<file path="src/rtl/matmul_pkg.sv">
`default_nettype none
// ============================================================================
// Module      : matmul_pkg
// Description : Shared definitions for the 2x2 block matrix multiplier.
//               Holds the word-address map of the A, B and C matrices in
//               the shared RAM, the matrix side, and the operand-fetch
//               state encoding.
// Revision    : 1.0 - initial release
// ============================================================================
package matmul_pkg;

  // Address map (row-major, one element per word)
  localparam int DIM    = 8;
  localparam int A_BASE = 0;
  localparam int B_BASE = 64;
  localparam int C_BASE = 128;

  // Number of words in one A block plus one B block
  localparam int N_SLOTS = 8;

  typedef enum logic [1:0] {
    ST_IDLE  = 2'd0,
    ST_FETCH = 2'd1,
    ST_DRAIN = 2'd2
  } fetch_state_e;

endpackage : matmul_pkg
`default_nettype wire

</file>
<file path="src/rtl/block_addr_gen.sv">
`default_nettype none
// ============================================================================
// Module      : block_addr_gen
// Description : Combinational block-element address generator.
//               Maps block indices (i, j, k) and a slot number 0..7 to a
//               RAM word address. Slots 0..3 walk the A block
//               (rows 2i.., cols 2k..), slots 4..7 walk the B block
//               (rows 2k.., cols 2j..), each in 11, 12, 21, 22 order.
// Ports       : blk_i_i, blk_j_i, blk_k_i - block indices
//               slot_i                    - element slot 0..7
//               addr_o                    - word address
// Revision    : 1.0 - initial release
// ============================================================================
module block_addr_gen #(
  parameter int ADDR_W = 9,
  parameter int IDX_W  = 4,
  parameter int DIM    = 8,
  parameter int A_BASE = 0,
  parameter int B_BASE = 64
) (
  input  logic [IDX_W-1:0]  blk_i_i,
  input  logic [IDX_W-1:0]  blk_j_i,
  input  logic [IDX_W-1:0]  blk_k_i,
  input  logic [2:0]        slot_i,
  output logic [ADDR_W-1:0] addr_o
);

  logic [ADDR_W-1:0] w_row_blk;
  logic [ADDR_W-1:0] w_col_blk;
  logic [ADDR_W-1:0] w_base;

  // Working directly in ADDR_W bits gives the same result as computing the
  // full-width product and truncating, since + and * commute with mod 2^N.
  always_comb begin
    if (slot_i[2]) begin
      w_row_blk = ADDR_W'(blk_k_i);
      w_col_blk = ADDR_W'(blk_j_i);
      w_base    = ADDR_W'(B_BASE);
    end else begin
      w_row_blk = ADDR_W'(blk_i_i);
      w_col_blk = ADDR_W'(blk_k_i);
      w_base    = ADDR_W'(A_BASE);
    end
    // slot[1] selects the second row of the block, slot[0] the second column
    addr_o = w_base
           + ((w_row_blk << 1) + ADDR_W'(slot_i[1])) * ADDR_W'(DIM)
           + (w_col_blk << 1) + ADDR_W'(slot_i[0]);
  end

endmodule : block_addr_gen
`default_nettype wire

</file>
<file path="src/rtl/block_operand_fetch.sv">
`default_nettype none
// ============================================================================
// Module      : block_operand_fetch
// Description : Loads one 2x2 A block and one 2x2 B block from the shared
//               single-port RAM for the block multiplier, holds the eight
//               words on its outputs and pulses done. Read-only.
// Ports       : clk, rst           - clock, synchronous active-high reset
//               start, blk_i/j/k   - request and block indices (IDLE only)
//               ram_r_data         - RAM data, one cycle after its address
//               ram_addr           - RAM read address (0 outside FETCH)
//               busy, done, err    - status; done/err are one-cycle pulses
//               a_11..b_22         - fetched operands, held until replaced
// Revision    : 1.0 - initial release
// ============================================================================
module block_operand_fetch #(
  parameter int DATA_W = 32,
  parameter int ADDR_W = 9,
  parameter int IDX_W  = 4,
  parameter int DIM    = matmul_pkg::DIM,
  parameter int A_BASE = matmul_pkg::A_BASE,
  parameter int B_BASE = matmul_pkg::B_BASE
) (
  input  logic              clk,
  input  logic              rst,
  input  logic              start,
  input  logic [IDX_W-1:0]  blk_i,
  input  logic [IDX_W-1:0]  blk_j,
  input  logic [IDX_W-1:0]  blk_k,
  input  logic [DATA_W-1:0] ram_r_data,
  output logic [ADDR_W-1:0] ram_addr,
  output logic              busy,
  output logic              done,
  output logic              err,
  output logic [DATA_W-1:0] a_11,
  output logic [DATA_W-1:0] a_12,
  output logic [DATA_W-1:0] a_21,
  output logic [DATA_W-1:0] a_22,
  output logic [DATA_W-1:0] b_11,
  output logic [DATA_W-1:0] b_12,
  output logic [DATA_W-1:0] b_21,
  output logic [DATA_W-1:0] b_22
);

  import matmul_pkg::fetch_state_e;
  import matmul_pkg::ST_IDLE;
  import matmul_pkg::ST_FETCH;
  import matmul_pkg::ST_DRAIN;
  import matmul_pkg::N_SLOTS;

  localparam logic [31:0] C_NBLK = 32'(DIM / 2);

  // Memory-map sanity: both matrices must fit in the address space
  if ((DIM % 2) != 0) begin : g_chk_dim_even
    $error("block_operand_fetch: DIM must be even");
  end
  if ((A_BASE + DIM * DIM) > (2 ** ADDR_W)) begin : g_chk_a_fits
    $error("block_operand_fetch: A matrix exceeds address space");
  end
  if ((B_BASE + DIM * DIM) > (2 ** ADDR_W)) begin : g_chk_b_fits
    $error("block_operand_fetch: B matrix exceeds address space");
  end

  fetch_state_e      state_q;
  logic [2:0]        cnt_q;
  logic [IDX_W-1:0]  idx_i_q;
  logic [IDX_W-1:0]  idx_j_q;
  logic [IDX_W-1:0]  idx_k_q;
  logic              busy_q;
  logic              done_q;
  logic              err_q;
  logic [DATA_W-1:0] ops_q [N_SLOTS];

  logic [ADDR_W-1:0] w_gen_addr;
  logic              w_idx_ok;

  assign w_idx_ok = (32'(blk_i) < C_NBLK) && (32'(blk_j) < C_NBLK)
                 && (32'(blk_k) < C_NBLK);

  block_addr_gen #(
    .ADDR_W (ADDR_W),
    .IDX_W  (IDX_W),
    .DIM    (DIM),
    .A_BASE (A_BASE),
    .B_BASE (B_BASE)
  ) u_addr_gen (
    .blk_i_i (idx_i_q),
    .blk_j_i (idx_j_q),
    .blk_k_i (idx_k_q),
    .slot_i  (cnt_q),
    .addr_o  (w_gen_addr)
  );

  always_ff @(posedge clk) begin
    if (rst) begin
      state_q <= ST_IDLE;
      cnt_q   <= '0;
      idx_i_q <= '0;
      idx_j_q <= '0;
      idx_k_q <= '0;
      busy_q  <= 1'b0;
      done_q  <= 1'b0;
      err_q   <= 1'b0;
      for (int s = 0; s < N_SLOTS; s++) ops_q[s] <= '0;
    end else begin
      done_q <= 1'b0;
      err_q  <= 1'b0;
      case (state_q)
        ST_IDLE: begin
          if (start) begin
            if (w_idx_ok) begin
              idx_i_q <= blk_i;
              idx_j_q <= blk_j;
              idx_k_q <= blk_k;
              cnt_q   <= '0;
              busy_q  <= 1'b1;
              state_q <= ST_FETCH;
            end else begin
              err_q <= 1'b1;
            end
          end
        end
        ST_FETCH: begin
          // Data for the address issued last cycle arrives now
          if (cnt_q != 3'd0) ops_q[cnt_q - 3'd1] <= ram_r_data;
          if (cnt_q == 3'd7) state_q <= ST_DRAIN;
          cnt_q <= cnt_q + 3'd1;
        end
        ST_DRAIN: begin
          ops_q[N_SLOTS-1] <= ram_r_data;
          busy_q  <= 1'b0;
          done_q  <= 1'b1;
          state_q <= ST_IDLE;
        end
        default: begin
          busy_q  <= 1'b0;
          state_q <= ST_IDLE;
        end
      endcase
    end
  end

  assign ram_addr = (state_q == ST_FETCH) ? w_gen_addr : '0;
  assign busy     = busy_q;
  assign done     = done_q;
  assign err      = err_q;
  assign a_11     = ops_q[0];
  assign a_12     = ops_q[1];
  assign a_21     = ops_q[2];
  assign a_22     = ops_q[3];
  assign b_11     = ops_q[4];
  assign b_12     = ops_q[5];
  assign b_21     = ops_q[6];
  assign b_22     = ops_q[7];

endmodule : block_operand_fetch
`default_nettype wire
</file>
<file path="config.mk">
export PLATFORM = sky130hd
export DESIGN_NAME = block_operand_fetch
export DESIGN_NICKNAME = d
export VERILOG_FILES = /design/src/rtl/matmul_pkg.sv /design/src/rtl/block_addr_gen.sv /design/src/rtl/block_operand_fetch.sv
export SDC_FILE = /design/constraint.sdc
export NUM_CORES = 1
export LEC_CHECK = 0
export CAP_MARGIN = 10
export CORE_ASPECT_RATIO = 0.6
export CORE_MARGIN = 4
export CORE_UTILIZATION = 52
export CTS_CLUSTER_DIAMETER = 50
export DETAILED_ROUTE_END_ITERATION = 7
export PLACE_DENSITY = 0.88
export SLEW_MARGIN = 20
export SYNTH_ARGS = -nofsm -noshare
export SYNTH_HDL_FRONTEND = slang
export SYNTH_HIERARCHICAL = 1
export SYNTH_SLANG_ARGS = --single-unit
</file>
<file path="constraint.sdc">
create_clock -name clk -period 4.16 [get_ports clk]
set_input_delay 0.624 -clock clk [delete_from_list [all_inputs] [get_ports clk]]
set_output_delay 0.624 -clock clk [all_outputs]
set_load 0.01 [all_outputs]
</file>
==> results of run 1 <==
[routing by layer]
| layer | global-route usage [%] | part of all wire (%) | vias to the layer above |
|---|---|---|---|
| met1 | 38.4 | 40 | 3865 |
| met5 | 0 | 0 | - |
| met3 | 9.74 | 12 | 43 |
| met2 | 42.3 | 46 | 477 |
| li1 | - | - | 3495 |
| met4 | 5.67 | 1.9 | 0 |
[power by group]
part           total, mW  switching [mW]  leakage [nW]  internal, mW
clock network       2.49            1.03         0.429          1.46
logic              0.423           0.226          3.12         0.198
registers           3.14          0.0324          2.80          3.11
total               6.05            1.29          6.35          4.76
[cells by family (layout without fill, tap and decap cells)]
group,Yosys count,in the layout
adders and majority gates,7,7
xor gates and xnor gates,5,5
muxes,13,13
and+or+nand+nor,347,347
DFF,276,276
buffers and inverters,75,385
AOI/OAI and AO/OA,54,54
[synthesized netlist by cell type, types with 2 or more instances]
cell type,number
nor3_1,2
nor3b_1,7
buf_4,2
a31oi_1,2
dfxtp_1,20
buf_2,13
nand3_1,33
mux2i_1,7
o311ai_0,2
ha_1,6
clkbuf_2,8
o21ai_0,31
or4_4,2
mux2_2,5
nor2b_1,3
o21ai_1,2
a21o_1,7
edfxtp_1,256
nand2b_1,13
and3_1,224
nor4_4,3
nor2_1,3
nand2_1,37
and2_1,11
xor2_1,2
inv_1,4
xnor2_1,2
nand3b_1,2
clkbuf_1,47
a21oi_1,2
[worst min path at each step]
stage                      end  slack, ns
floorplan           idx_j_q[0]       0.45
global placement    idx_j_q[2]       0.46
detailed placement  idx_j_q[3]       0.47
CTS                 idx_j_q[3]       0.49
global route        idx_j_q[2]       0.50
finish              idx_j_q[3]       0.49
[metrics by stage]
step / utilization [%] / hold slack [ns] / area [µm²] / power [mW] / instances
after detailed placement: 69.0 / 0.473 / 14500 / 3.62 / 1318
after floorplan: - / 0.445 / 11100 / 3.31 / 777
after global placement: 69.0 / 0.462 / 14500 / 3.62 / 1318
after CTS: 73.2 / 0.493 / 15400 / 6.07 / 1366
after global routing: 73.2 / 0.504 / 15400 / 6.23 / 1366
final: 73.2 / 0.491 / 15400 / 6.05 / 1366
[flip-flops by register name, summed over array words and instances (netlist names)]
register,count
busy,1
cnt_q,3
done,1
err,1
idx_i_q,4
idx_j_q,4
idx_k_q,4
ops_q,256
state_q,2
[final cells by class]
cell class | instances | area [µm²]
tap | 279 | 349
multi-input combinational | 426 | 2770
inverter | 5 | 18.8
clock inverter | 18 | 219
sequential | 276 | 8090
timing repair buffer | 332 | 3280
clock buffer | 30 | 666
fill | 1336 | 5640
==> impl_metrics.ini, run 1 <==
[synthesis]
synth_area_um2 = 11100
synth-seq-cells = 276
synth-compound-area-share_pct = 3.02
muxShareOfSynthArea_pct = 1.26
synth_edf_count = 256
synth_cells = 777
synthTopCellsByArea = edfxtp_1 (69%), and3_1 (13%), dfxtp_1 (3.6%), clkbuf_1 (1.6%), nand3_1 (1.5%)
synth_top_cell_by_area = edfxtp_1
syn_avg_cell_area_um2 = 14.3
synthArstFlopShare_pct = 0
seq_area_frac_synth_pct = 72.7
synthesis.nets = 831
synth.lib_cells_used.distinct = 49
synthXorXnorAreaFrac_pct = 0.461
synth_top_family_by_area = simple AND/OR/NAND/NOR gates
ys.flop_type = edfxtp_1
synthAdderAreaFrac_pct = 0.854
ys_warn_count = 6
synth_top_area_share_pct = 69.1
synth-simple-area-share_pct = 18.9

[critical_path]
path_delay_family = adder cells
critPathMaxStageDelay_ns = 0.63
worstSetupEndpointType = output pin
crit_buf_inv = 1
critical_path.max_fanout = 11
cp_slowest_cell = dfxtp_1
crit_chain = mux2_2, ha_1, fa_1, a21oi_1, xor2_1, mux2i_1, and2_1, clkdlybuf4s50_1
timing.critical_path.from = cnt_q[2]
cp.arrival_ns = 3.31
critPathCapture = ram_addr[7]
start_kind = flip-flop
path_depth = 8
crit_type = reg2out
regToRegEndpoint = ops_q[0][15]
required_ns = 3.54
r2r_slack_ns = 0.70
r2r_start = cnt_q[0]
rr_worst_depth = 6

[die]
chipWidth_um = 197
ioPinCount = 315
start_util_pct = 52.9
core_area_um2 = 21000
dieArea_um2 = 23900
die_h_um = 121
rows = 41

[clock_network]
post_cts_buffers = 0
clk_pin_slew_ns = 0.06
cts-resized-gates = 0
cts_tree = done
clock_latency_ns = 0.54
cts-root-buf = clkbuf_16
hold_buffers = 0
clock-sinks = 276
cts_buffers = 26
clockBufferDepth = 3
htree_num_levels = 1

[routing]
via_per_inst = 5.77
initialDrtViolationCount = 871
drcViolationCount = 0
dr.pass1.iters = 5
ant_nets = 0
wl_um = 33700
vias = 7880
wire_per_inst_um = 24.7

[global_route]
antenna_found_initial = 0
track_usage_pct = 27.5
grt_first_pass_wirelength_um = 49400
grt_pass1_vias = 7690
grt_max_degree = 84
grt_overflow = 0

[hold_path]
hold_depth = 1
hp-start = idx_j_q[3]
hold_class = reg2reg

[pwr]
cellPowerDensity_nw_per_um2 = 393
p_leak_nw = 6.35
vdd_drop_max_v = 0.000455

[outcome]
run_status = finished, final reports clean

[timing]
worst_pin_slew_ns = 0.965
setup_violations = 0
fin_ws_ns = 0.227
rsz0062_at_grt = false
worst_slew_margin_rel_pct = 35.7
slew_violations = 0
period_share_pct = 94.5
fin_skew_ns = 0.0254
clock.fmax_ghz = 0.254
min_period_ns = 3.93
tns_ns = 0
report.final.hold_viol_count = 0

[placement]
place_ws_ns = 0.727
io_buffers = 314
place_congestion = 0.813
place_hpwl_um = 22200

[final_layout]
final_cell_mix = clkdlybuf4s50_1 (314), edfxtp_1 (256), and3_1 (224)
final_common_cell = clkdlybuf4s50_1
fin_nets = 1121
layout-drive-gt1-share_pct = 7.82
area_growth_pct = 38.3
antenna_cells = 0

[flow_run]
drv_cap = 0
(Power assumes the default switching activity.)
==> run 2: changes to the inputs <==
- CTS_CLUSTER_DIAMETER: 50 -> 40
==> impl_metrics.ini, run 2 (synthesis gave the netlist of run 1 again) <==
[outcome]
run_status = finished, final reports clean

[die]
die_h_um = 121
ioPinCount = 315
dieArea_um2 = 23900
chipWidth_um = 197
core_area_um2 = 21000
rows = 41
start_util_pct = 52.9

[timing]
tns_ns = 0
report.final.hold_viol_count = 0
worst_slew_margin_rel_pct = 35.3
period_share_pct = 93.5
worst_pin_slew_ns = 0.971
min_period_ns = 3.89
fin_skew_ns = 0.0348
rsz0062_at_grt = false
slew_violations = 0
setup_violations = 0
clock.fmax_ghz = 0.257

[clock_network]
clk_pin_slew_ns = 0.06
post_cts_buffers = 0
cts-root-buf = clkbuf_16
cts_tree = done
clock_latency_ns = 0.56
clockBufferDepth = 3
htree_num_levels = 1
clock-sinks = 276
cts_buffers = 30

[critical_path]
critical_path.max_fanout = 11
crit_type = reg2out
cp_slowest_cell = dfxtp_2
required_ns = 3.54
r2r_slack_ns = 0.71
cp.arrival_ns = 3.27
crit_chain = mux2_2, ha_1, fa_1, a21oi_1, xor2_1, mux2i_1, and2_1, clkdlybuf4s50_1
start_kind = flip-flop
crit_buf_inv = 1
worstSetupEndpointType = output pin
critPathMaxStageDelay_ns = 0.48
path_delay_family = adder cells

[pwr]
vdd_drop_max_v = 0.000363
p_leak_nw = 6.41
cellPowerDensity_nw_per_um2 = 398
p_total_mw = 6.16

[global_route]
grt_pass1_vias = 7803
antenna_found_initial = 0
grt_max_degree = 84
grt_first_pass_wirelength_um = 49700
track_usage_pct = 27.6
grt_overflow = 0

[routing]
wl_um = 33800
via_per_inst = 5.76
ant_nets = 0
initialDrtViolationCount = 750
drcViolationCount = 0
vias = 7899
wire_per_inst_um = 24.6
dr.pass1.iters = 5

[placement]
place_inst = 1318
place_congestion = 0.813
place_hpwl_um = 22200
io_buffers = 314

[hold_path]
hold_class = reg2reg

[final_layout]
largest_reg_flops = 256
fillerInstances = 1343
antenna_cells = 0
top_register = ops_q
final_common_cell = clkdlybuf4s50_1
area_growth_pct = 39.1
layout-drive-gt1-share_pct = 9.24
fin_nets = 1125
final_cell_mix = clkdlybuf4s50_1 (314), edfxtp_1 (256), and3_1 (224)
layout.cells.non_filler = 1372

[flow_run]
drv_cap = 0
run 2: changes by cell type in the layout (fill, tap and decap cells not counted), moves of 3 or more:
cell       change
bufinv_16      -5
clkinv_1       -7
clkbuf_16      +6
inv_6          +3
run 2: metrics by stage:
step	util, %	instance area (µm²)	worst slack, ns	hold WS, ns
finish	73.6	15500	0.269	0.484
global route	73.6	15500	0.155	0.504
floorplan	-	11100	1.28	0.445
CTS	73.6	15500	0.142	0.483
detailed placement	69.0	14500	0.727	0.473
global placement	69.0	14500	0.867	0.462
run 2: what timing repair did:
action / CTS / global route
hold buffers: 0 / 0
gates resized for setup: 0 / 1
setup endpoints to repair: 0 / 1
endpoints found under the hold margin: 0 / 0
run 2: worst reg2reg max path, delay by kind of cell, from the launching register on:
family	cells	cell delay, ns
flops	1	0.49
fa+ha+maj	1	0.41
buf+inv	3	1.05
compound gates	1	0.53
simple gates	1	0.61
run 2: path summary, 6_finish.rpt:
path / start / end / depth (start not counted)
max: cnt_q[2] / ram_addr[7] / 8
min: idx_j_q[3] / idx_j_q[3] / 1
max reg2reg: cnt_q[0] / ops_q[0][13] / 6
min reg2reg: idx_j_q[3] / idx_j_q[3] / 1
run 2: layer usage:
layer / up-vias / part of all wire, % / GRT usage [%]
li1: 3510 / - / -
met2: 469 / 45 / 42.7
met5: - / 0 / 0
met4: 0 / 2.0 / 6.19
met1: 3870 / 40 / 37.8
met3: 50 / 13 / 10.3
run 2: cell type report:
cell class | instances | area (µm²) | share of cell area (%)
multi-input combinational | 426 | 2770 | 17.9
timing repair buffer | 332 | 3280 | 21.2
clock buffer | 37 | 841 | 5.43
sequential | 276 | 8090 | 52.2
inverter | 5 | 18.8 | 0.121
tap | 279 | 349 | 2.25
clock inverter | 17 | 139 | 0.897
run 2: power by group:
group | leakage, nW | internal, mW | switching (mW)
clock network | 0.485 | 1.46 | 1.13
registers | 2.80 | 3.11 | 0.0322
logic | 3.12 | 0.198 | 0.225
total | 6.41 | 4.77 | 1.39
==> run 3: changes to the inputs <==
- CORE_MARGIN: 4 -> not set
==> impl_metrics.ini, run 3 (synthesis gave the netlist of run 1 again) <==
[placement]
place_congestion = 0.824
place_ws_ns = 0.810
place_hpwl_um = 20500
io_buffers = 314
place_inst = 1321

[clock_network]
clk_pin_slew_ns = 0.06
hold_buffers = 0
post_cts_buffers = 0
cts-resized-gates = 0
htree_num_levels = 1
cts_tree = done
clock_latency_ns = 0.54
cts-root-buf = clkbuf_16
cts_buffers = 28
clock-sinks = 276
clockBufferDepth = 3

[timing]
period_share_pct = 94.5
worst_slew_margin_rel_pct = 35.3
slew_violations = 0
tns_ns = 0
min_period_ns = 3.93
report.final.hold_viol_count = 0
fin_skew_ns = 0.0226
worst_pin_slew_ns = 0.970
clock.fmax_ghz = 0.254
setup_violations = 0
fin_ws_ns = 0.227
rsz0062_at_grt = false

[final_layout]
fillerInstances = 1273
final_common_cell = clkdlybuf4s50_1
antenna_cells = 0
top_register = ops_q
final_cell_mix = clkdlybuf4s50_1 (314), edfxtp_1 (256), and3_1 (224)
layout-drive-gt1-share_pct = 8.71
layout.cells.non_filler = 1370
largest_reg_flops = 256
fin_nets = 1126
fin_util_pct = 73.6
area_growth_pct = 38.8

[routing]
dr.pass1.iters = 5
vias = 7916
wl_um = 31600
initialDrtViolationCount = 585
wire_per_inst_um = 23.1
via_per_inst = 5.78
ant_nets = 0
drcViolationCount = 0

[critical_path]
worstSetupEndpointType = output pin
cp.arrival_ns = 3.31
start_kind = flip-flop
required_ns = 3.54
critical_path.max_fanout = 13
crit_type = reg2out
rr_worst_depth = 6

[hold_path]
hold_depth = 1
hold_class = reg2reg

[global_route]
track_usage_pct = 28.2
grt_max_degree = 81
grt_overflow = 0
antenna_found_initial = 0
grt_pass1_vias = 7387
grt_first_pass_wirelength_um = 45800

[die]
core_area_um2 = 21000
rows = 41
chipWidth_um = 191
ioPinCount = 315
dieArea_um2 = 22000
start_util_pct = 53.1
die_h_um = 115

[pwr]
cellPowerDensity_nw_per_um2 = 393
vdd_drop_max_v = 0.000353
p_leak_nw = 6.38

[flow_run]
drv_cap = 0

[outcome]
run_status = finished, final reports clean
[run 3: cell types whose count changed in the layout (fill, tap and decap cells not counted), moves of 2 or more]
cell       change
clkbuf_8       -2
inv_4          -2
clkbuf_1       +2
clkbuf_16      -4
inv_6          -2
buf_4          +3
bufinv_16      +3
[run 3: layout make-up]
type	instances	area (µm²)	share of cell area, %
Sequential cell	276	8090	52.4
Clock buffer	32	716	4.63
Multi-Input combinational cell	426	2770	17.9
Timing Repair Buffer	335	3300	21.4
Tap cell	279	349	2.26
Clock inverter	17	206	1.34
Inverter	5	18.8	0.121
[run 3: path summary, 6_finish.rpt]
kind / startpoint / to / slack, ns
worst max-delay path: cnt_q[2] / ram_addr[7] / 0.23
worst max register to register: cnt_q[0] / ops_q[7][24] / 0.91
worst min-delay path: idx_j_q[2] / idx_j_q[2] / 0.47
worst min register to register: idx_j_q[2] / idx_j_q[2] / 0.47
[run 3: power by group]
part	switching, mW	internal, mW
clock	1.08	1.44
sequential	0.0299	3.11
combinational	0.221	0.199
[run 3: metrics by stage]
stage          total power, mW  area [µm²]  hold WS [ns]
3_3_place_gp              3.61       14500         0.461
2_1_floorplan             3.31       11100         0.445
5_1_grt                   6.22       15400         0.490
4_1_cts                   6.08       15400         0.475
6_report                  6.08       15400         0.474
3_5_place_dp              3.62       14500         0.474
[run 3: metal layers]
| layer | up-vias | share of wire (%) | global-route usage, % |
|---|---|---|---|
| met2 | 499 | 46 | 43.7 |
| met4 | 0 | 1.8 | 6.08 |
| li1 | 3523 | - | - |
| met3 | 47 | 12 | 9.80 |
| met5 | - | 0 | 0 |
| met1 | 3847 | 40 | 38.8 |
[run 3: worst max-delay path, cell delays in order (launching register included)]
cell             delay [ns]
dfxtp_1                0.65
mux2_2                 0.41
ha_1                   0.21
fa_1                   0.43
a21oi_1                0.20
xor2_1                 0.17
mux2i_1                0.08
and2_1                 0.15
clkdlybuf4s50_1        0.47
